<file path="src/rtl/cpu_mobo_bus_arb.sv">
// cpu_mobo_bus_arb: two-requester arbiter and sequencer for the mobo bus.
// Requester 0 is instruction fetch and requester 1 is data read/write. The
// winner's address and data are latched, and the bus strobe is held until
// mobo_stat acknowledges or the timeout expires. Read data or an error is then
// returned to the winner with a one-cycle done pulse.
//
// Ports:
//   clk, rst              rising-edge clock, asynchronous active-high reset
//   req[1:0], we[1:0]     per-requester request and write-enable
//   addr0/1, wdata0/1     per-requester address and write data
//   gnt[1:0]              one-cycle pulse when a request is accepted
//   done[1:0], err        one-cycle completion pulse; err flags a bus error or timeout
//   rdata                 read data, held until the next completed read
//   mobo_ctrl             [0] read strobe, [1] write strobe
//   mobo_addr, mobo_wdata latched address and write data of the active transaction
//   mobo_stat             [0] ack, [1] bus error (only meaningful with ack)
//   mobo_rdata            read data, valid with ack
`ifndef WORD_WIDTH
`define WORD_WIDTH 32
`endif

module cpu_mobo_bus_arb #(
   parameter int unsigned word_width = `WORD_WIDTH,
   parameter int unsigned TIMEOUT    = 16,
   parameter int unsigned TMR_W      = 8
) (
   input  logic                  clk,
   input  logic                  rst,
   input  logic [1:0]            req,
   input  logic [1:0]            we,
   input  logic [word_width-1:0] addr0,
   input  logic [word_width-1:0] addr1,
   input  logic [word_width-1:0] wdata0,
   input  logic [word_width-1:0] wdata1,
   output logic [1:0]            gnt,
   output logic [1:0]            done,
   output logic                  err,
   output logic [word_width-1:0] rdata,
   output logic [word_width-1:0] mobo_ctrl,
   output logic [word_width-1:0] mobo_addr,
   output logic [word_width-1:0] mobo_wdata,
   input  logic [word_width-1:0] mobo_stat,
   input  logic [word_width-1:0] mobo_rdata
);

   typedef enum logic [1:0] {StIdle, StBusy, StDone} state_e;

   // Only compared when TIMEOUT != 0, so the wrap at TIMEOUT == 0 is harmless.
   localparam logic [TMR_W-1:0] TmrLast = TMR_W'(TIMEOUT - 1);

   state_e                state_q, state_d;
   logic                  lp_q, lp_d;
   logic                  win_q, win_d;
   logic                  we_q, we_d;
   logic [word_width-1:0] addr_q, addr_d;
   logic [word_width-1:0] wdata_q, wdata_d;
   logic [TMR_W-1:0]      timer_q, timer_d;
   logic [word_width-1:0] rdata_q, rdata_d;
   logic [1:0]            gnt_q, gnt_d;
   logic [1:0]            done_q, done_d;
   logic                  err_q, err_d;
   logic                  rd_stb_q, rd_stb_d;
   logic                  wr_stb_q, wr_stb_d;
   logic                  pick;

   always_comb begin
      state_d  = state_q;
      lp_d     = lp_q;
      win_d    = win_q;
      we_d     = we_q;
      addr_d   = addr_q;
      wdata_d  = wdata_q;
      timer_d  = timer_q;
      rdata_d  = rdata_q;
      gnt_d    = '0;
      done_d   = '0;
      err_d    = 1'b0;
      rd_stb_d = 1'b0;
      wr_stb_d = 1'b0;
      pick     = 1'b0;

      unique case (state_q)
         StIdle: begin
            if (|req) begin
               // On a conflict the requester that did not win last time goes first.
               pick        = (req == 2'b11) ? ~lp_q : req[1];
               win_d       = pick;
               lp_d        = pick;
               we_d        = we[pick];
               addr_d      = pick ? addr1 : addr0;
               wdata_d     = we[pick] ? (pick ? wdata1 : wdata0) : '0;
               gnt_d[pick] = 1'b1;
               rd_stb_d    = ~we[pick];
               wr_stb_d    = we[pick];
               timer_d     = '0;
               state_d     = StBusy;
            end
         end
         StBusy: begin
            if (mobo_stat[0]) begin
               // An ack takes priority over a timeout that expires in the same cycle.
               done_d[win_q] = 1'b1;
               err_d         = mobo_stat[1];
               if (!we_q) rdata_d = mobo_rdata;
               state_d       = StDone;
            end else if (TIMEOUT != 0 && timer_q == TmrLast) begin
               done_d[win_q] = 1'b1;
               err_d         = 1'b1;
               state_d       = StDone;
            end else begin
               rd_stb_d = ~we_q;
               wr_stb_d = we_q;
               if (timer_q != '1) timer_d = timer_q + TMR_W'(1);
            end
         end
         StDone: begin
            // Dead cycle so that the requester can drop req.
            state_d = StIdle;
         end
         default: state_d = StIdle;
      endcase
   end

   always_ff @(posedge clk or posedge rst) begin
      if (rst) begin
         state_q  <= StIdle;
         lp_q     <= 1'b1;
         win_q    <= 1'b0;
         we_q     <= 1'b0;
         addr_q   <= '0;
         wdata_q  <= '0;
         timer_q  <= '0;
         rdata_q  <= '0;
         gnt_q    <= '0;
         done_q   <= '0;
         err_q    <= 1'b0;
         rd_stb_q <= 1'b0;
         wr_stb_q <= 1'b0;
      end else begin
         state_q  <= state_d;
         lp_q     <= lp_d;
         win_q    <= win_d;
         we_q     <= we_d;
         addr_q   <= addr_d;
         wdata_q  <= wdata_d;
         timer_q  <= timer_d;
         rdata_q  <= rdata_d;
         gnt_q    <= gnt_d;
         done_q   <= done_d;
         err_q    <= err_d;
         rd_stb_q <= rd_stb_d;
         wr_stb_q <= wr_stb_d;
      end
   end

   assign gnt        = gnt_q;
   assign done       = done_q;
   assign err        = err_q;
   assign rdata      = rdata_q;
   assign mobo_ctrl  = {{(word_width-2){1'b0}}, wr_stb_q, rd_stb_q};
   assign mobo_addr  = addr_q;
   assign mobo_wdata = wdata_q;

endmodule

</file>
<file path="config.mk">
export PLATFORM = sky130hd
export DESIGN_NAME = cpu_mobo_bus_arb
export DESIGN_NICKNAME = d
export VERILOG_FILES = /design/src/rtl/cpu_mobo_bus_arb.sv
export SDC_FILE = /design/constraint.sdc
export NUM_CORES = 1
export LEC_CHECK = 0
export ABC_AREA = 0
export CAP_MARGIN = 0
export CORE_AREA = 2 2 100 198
export DETAILED_ROUTE_END_ITERATION = 10
export DIE_AREA = 0 0 102 200
export GPL_TIMING_DRIVEN = 1
export HOLD_SLACK_MARGIN = 0.05
export PLACE_DENSITY = 0.66
export SLEW_MARGIN = 20
export SYNTH_ARGS = -nofsm -noshare
export SYNTH_HDL_FRONTEND = slang
export SYNTH_SLANG_ARGS = --single-unit
</file>
<file path="constraint.sdc">
create_clock -name clk -period 4.5 [get_ports clk]
set_input_delay 0.45 -clock clk [delete_from_list [all_inputs] [get_ports clk]]
set_output_delay 0.45 -clock clk [all_outputs]
set_load 0.05 [all_outputs]
</file>
After elaboration in Yosys (flattened, before gate mapping)

Index checks and enable logic that the tools add are counted.

Bitwise gates (word level): 3
Add/sub/neg operators: 1
Shift-type cells: 0
Muxes and demuxes: 35
$lt $le $gt $ge: 4
Divide/modulo/power cells: 0
Equality and inequality tests: 9
Reductions and logical operators: 9
Multipliers: 0

Operator list:

| kind                                                                 | count |
|---|---|
| 32-bit 2-to-1 mux                                                    | 3 |
| 8-bit 2-to-1 mux                                                     | 4 |
| 2-bit 2-to-1 mux                                                     | 8 |
| 8-bit one-hot mux with 2 select lines                                | 1 |
| 1-bit 2-to-1 mux                                                     | 14 |
| 8-bit by 1-bit adder with 8-bit output, second input constant        | 1 |
| 8-bit by 4-bit == test with 1-bit output, second input constant      | 1 |
| 2-bit != test, second input constant                                 | 4 |
| 8-bit != test, second input constant                                 | 1 |
| 5-bit AND reduction                                                  | 1 |
| 1-bit by 2-bit < comparator with 1-bit output, second input constant | 2 |
| 1-bit one-hot mux with 2 select lines                                | 2 |
| 2-bit one-hot mux with 2 select lines                                | 1 |
| 2-bit AND reduction                                                  | 2 |
| 3-bit != test, second input constant                                 | 1 |
| 1-bit inverter                                                       | 3 |
| 3-bit AND reduction                                                  | 1 |
| 1-bit demux with 1-bit select                                        | 2 |
| 2-bit by 1-bit == test with 1-bit output, second input constant      | 1 |
| 2-bit == test, second input constant                                 | 1 |
| 1-bit greater-or-equal comparator, second input constant             | 2 |
| 1-bit logical AND                                                    | 2 |
| 2-bit zero test                                                      | 1 |
| 2-bit nonzero test                                                   | 1 |
| 2-bit OR reduction                                                   | 1 |

Bits in latches: 0
Memory bits (read-only): 0
Memories kept: 0
Register bits: 116
Logic and storage cells: 74
Input bits: 198
Memory bits (writable): 0

Depth between registers and ports, before layout

Word-level depth: 8
Depth in mapped cells: 6

Worst setup path before layout

Ideal clock, no wire load.

Path kind: register -> register
From: reg timer_q[4]
To: reg timer_q[0]
Library setup time: 0.125 ns
Setup slack: 2.747 ns
Stages on the path, launching flop included: 6
Required time: 4.375 ns
Period minus slack after synthesis: 1.753 ns
Buffers on the path: 1
Data arrival time: 1.628 ns
Cell sequence: dfrtp_1 buf_6 or4_4 o21ba_4 and2_4 mux2_2

Cells in the longest elaborated chain, start to end: 3
Elaborated cells between the ends (all ways): 5

Ends and longest elaborated chain:

| what                                                                      | line     | source |
|---|---|---|
| start: declaration                                                        | 57       | `logic [TMR_W-1:0] timer_q, timer_d;` |
| start signal: assignment                                                  | 146      | `timer_q <= timer_d;` |
| 8-bit != test or 8-bit by 4-bit == test with 1-bit output (tied branches) | 113, 106 |  |
| 2-bit != test (no line)                                                   | -        |  |
| 5-bit AND reduction (no line) *                                           | -        |  |

Mark *: on every way between the ends. The rest lies on a longest branch, timed or not.
A chain may end at the register's enable or synchronous reset.

Final worst setup path

From: in req[0]
To: reg wdata_q[7] (netlist: mobo_wdata[7])

Cells in the longest elaborated chain, start to end: 5
Elaborated cells between the ends (all ways): 8

Ends and longest elaborated chain:

| what                                                 | line | source |
|---|---|---|
| start: declaration                                   | 29   | `input logic [1:0] req,` |
| 2-bit == test                                        | 86   | `pick = (req == 2'b11) ? ~lp_q : req[1];` |
| 1-bit 2-to-1 mux                                     | 86   |  |
| 1-bit 2-to-1 mux (not written as such) (2 in series) | 91   | `wdata_d = we[pick] ? (pick ? wdata1 : wdata0) : '0;` |
| 32-bit 2-to-1 mux                                    | 91   |  |
| end signal: assignment                               | 145  | `wdata_q <= wdata_d;` |
| end: declaration                                     | 56   | `logic [word_width-1:0] wdata_q, wdata_d;` |

Several ways; a longest one is shown, not always the timed one. The select of a mux whose other input is x is not followed.

==> impl_metrics.tcl <==
set metrics [dict create \
    end_kind "flip-flop" \
    yosys.area.top_type "dfrtp_1" \
    initial_core_util_pct 28.6 \
    ir_drop_uv 341 \
    cp-start-kind "input port" \
    fmax_mhz 449 \
    layout.cells.non_filler 1029 \
    final_util_pct 46.6 \
    htree_num_levels 4 \
    antenna_found_initial 0 \
    grt_pass1_vias 4577 \
    grt_use_total_pct 16.1 \
    core_um2 18800 \
    path_depth 5 \
    path_clk_slew_ps 60 \
    synth_flop_cell "dfrtp_1" \
    worstPathMaxFanout 49 \
    die_area_um2 20400 \
    min_period_over_period_pct 49.5 \
    avgViaCountPerCell 4.54 \
    m1WireLength_um 5960 \
    powerDensity_nw_per_um2 777 \
    fin_setup_tns_ps 0 \
    totalWireLength_um 16600 \
    status "complete, no violations" \
    drive_gt1_share_pct 11.6 \
    avgSynthCellArea_um2 10.7 \
    die_w_um 102 \
    synth_largest_type_area_fraction_pct 53.5 \
    place_area_um2 8220 \
    cp.required_ps 4770 \
    yosys_warnings 0 \
    nets 963 \
    fin_skew_ps 12.8 \
    numPortBuffers 270 \
    finalSetupViolCount 0 \
    layout_min_cycle_time_ps 2230 \
    mostFrequentLayoutCells "270 x clkdlybuf4s50_1, 115 x dfrtp_1, 103 x nand2_1, 34 x o31ai_1" \
    drtPass1Iterations 4 \
    synthArstFlopShare_pct 100 \
    cts_tree "done" \
    clk-insertion-delay-late_ps 410 \
    nFillCells 1833 \
    dp.cells 1000 \
    postCtsSetupRepairBufs 0 \
    max_slew.worst_pin.slew_ps 850 \
    critPathSlowestCell "buf_4" \
    crit_buf_inv 2 \
    synthTopCellsByArea "dfrtp_1 53%, nand2_1 7.2%, mux2_2 6.7%" \
    slowest_delay_ps 640 \
    hold_depth 1 \
    slew_headroom_pct 43.1 \
    cts_root_buffer "clkbuf_16" \
    top_layer "met4" \
    multi_input_area_um2 2220 \
    syn_inst 504 \
    overflow 0 \
    clock_sinks 116 \
    hpwl_um 12300 \
    total_power_mw 6.82 \
    ys_ff_latch 116 \
    dr_wl_met3_um 1070 \
    worstSetupPathType "in -> reg" \
    rr_worst_depth 4 \
    grt_pass1_wl_um 24700 \
    seq_area_frac_synth_pct 54.0 \
    hold_path.class "reg -> reg" \
    final_common_cell "clkdlybuf4s50_1" \
    wl_met2_um 9010 \
    seq_area_um2 2900 \
    crit_path_cell_trace "clkdlybuf4s50_1 -> a21bo_4 -> buf_4 -> mux2i_1 -> o31ai_1" \
    num_antenna_cells 0 \
    postCtsResizedCells 0 \
    routedWlPerCell_um 16.1 \
    antenna_violating_nets_post_route 0 \
    clock_path_buffers 2 \
    place_congestion 0.875 \
    drv_cap 0 \
    cpLargestDelayFamily "buffers and inverters" \
    slew_violations 0 \
    arrival_ps 2500 \
    synth_cell_types 47 \
    synth.cell_area_um2 5380 \
    cts_inserted_buffers 17 \
    rows 71 \
    grt_max_degree 50 \
    die_h_um 200 \
    drt_iter0_drc 117 \
    leakage_nw 3.77 \
    vias 4667 \
    ioPinCount 331 \
    synth_edf_count 0 \
    rsz0062_at_grt "no" \
    area_growth_pct 63.1 \
    report.final.hold_viol_count 0 \
    postLayoutCellArea_um2 8780 \
    drc_errors 0 \
    ctsHoldBuffers 0 \
]
-- area by class of cell --
cell class                 count  share of cell area, %
inverter                       4                  0.200
sequential                   116                   33.1
clock inverter                10                   1.27
tap                          255                   3.63
clock buffer                  19                   5.05
timing repair buffer         278                   31.5
multi-input combinational    347                   25.3
-- cells by family (layout without fill, tap and decap cells) --
kind of cell             after synthesis  in the layout  share of synthesized area [%]
adder cells (fa/ha/maj)                1              1                          0.232
other                                  1             30                         0.0697
buffers and inverters                 70            311                           7.55
multiplexers                          66             66                           13.0
AND/OR/NAND/NOR                      156            156                           12.3
AO/OA/AOI/OAI                         94             94                           12.9
flip-flops                           116            116                           54.0
-- where the power goes --
group	internal (mW)	switching, mW
combinational	1.29	2.45
clock	0.815	0.473
sequential	1.53	0.265
-- worst reg2reg max path: stages (launching register included) --
cell     delay, ps
dfrtp_1        420
nor2b_1        610
and3_1         250
buf_4          380
mux2_2         400
-- final timing paths --
kind                       slack (ps)       endpoint        from
min                               460        done[0]       win_q
max reg2reg                      2330      rdata[18]  state_q[1]
max in group asynchronous        3050  mobo_wdata[3]         rst
min in group asynchronous         470      rdata[19]         rst
max                              2270  mobo_wdata[7]      req[0]
min reg2reg                       460        done[0]       win_q
-- routing by layer --
| metal | vias up | track usage [%] |
|---|---|---|
| met2 | 206 | 28.8 |
| met1 | 2212 | 17.1 |
| li1 | 2219 | - |
| met4 | 0 | 7.85 |
| met5 | - | 0 |
| met3 | 30 | 4.18 |
-- state kept, by name, indices dropped and copies added, names as in the netlist --
signal,cells
mobo_addr,32
mobo_wdata,32
rdata,32
timer_q,8
done,2
gnt,2
state_q,2
err,1
lp_q,1
rd_stb_q,1
we_q,1
win_q,1
wr_stb_q,1
-- cell usage after synthesis (2+ instances only) --
cell      number
o32ai_1        2
a21o_2         2
a21o_1         2
a32oi_1        4
mux2_2        32
and3_1         3
a21oi_1        2
mux2i_1       33
buf_4         32
inv_1          3
nor3_1         3
dfrtp_1      115
nand2_1      103
o21ai_0        3
nand3_1        4
buf_6          2
buf_2          7
nand4_1        2
o21a_1         2
a21boi_0       2
nor2_1        31
o31ai_1       34
clkbuf_1      25
a211o_2        2
nor2b_1        2
a31oi_1       31
-- metrics by stage --
step | setup WS (ps) | hold slack [ps]
2_1_floorplan | 979 | 417
3_3_place_gp | 1840 | 449
3_5_place_dp | 1820 | 457
4_1_cts | 2260 | 468
5_1_grt | 2170 | 493
6_report | 2270 | 460
No activity file was read; power rests on OpenSTA's default activity.
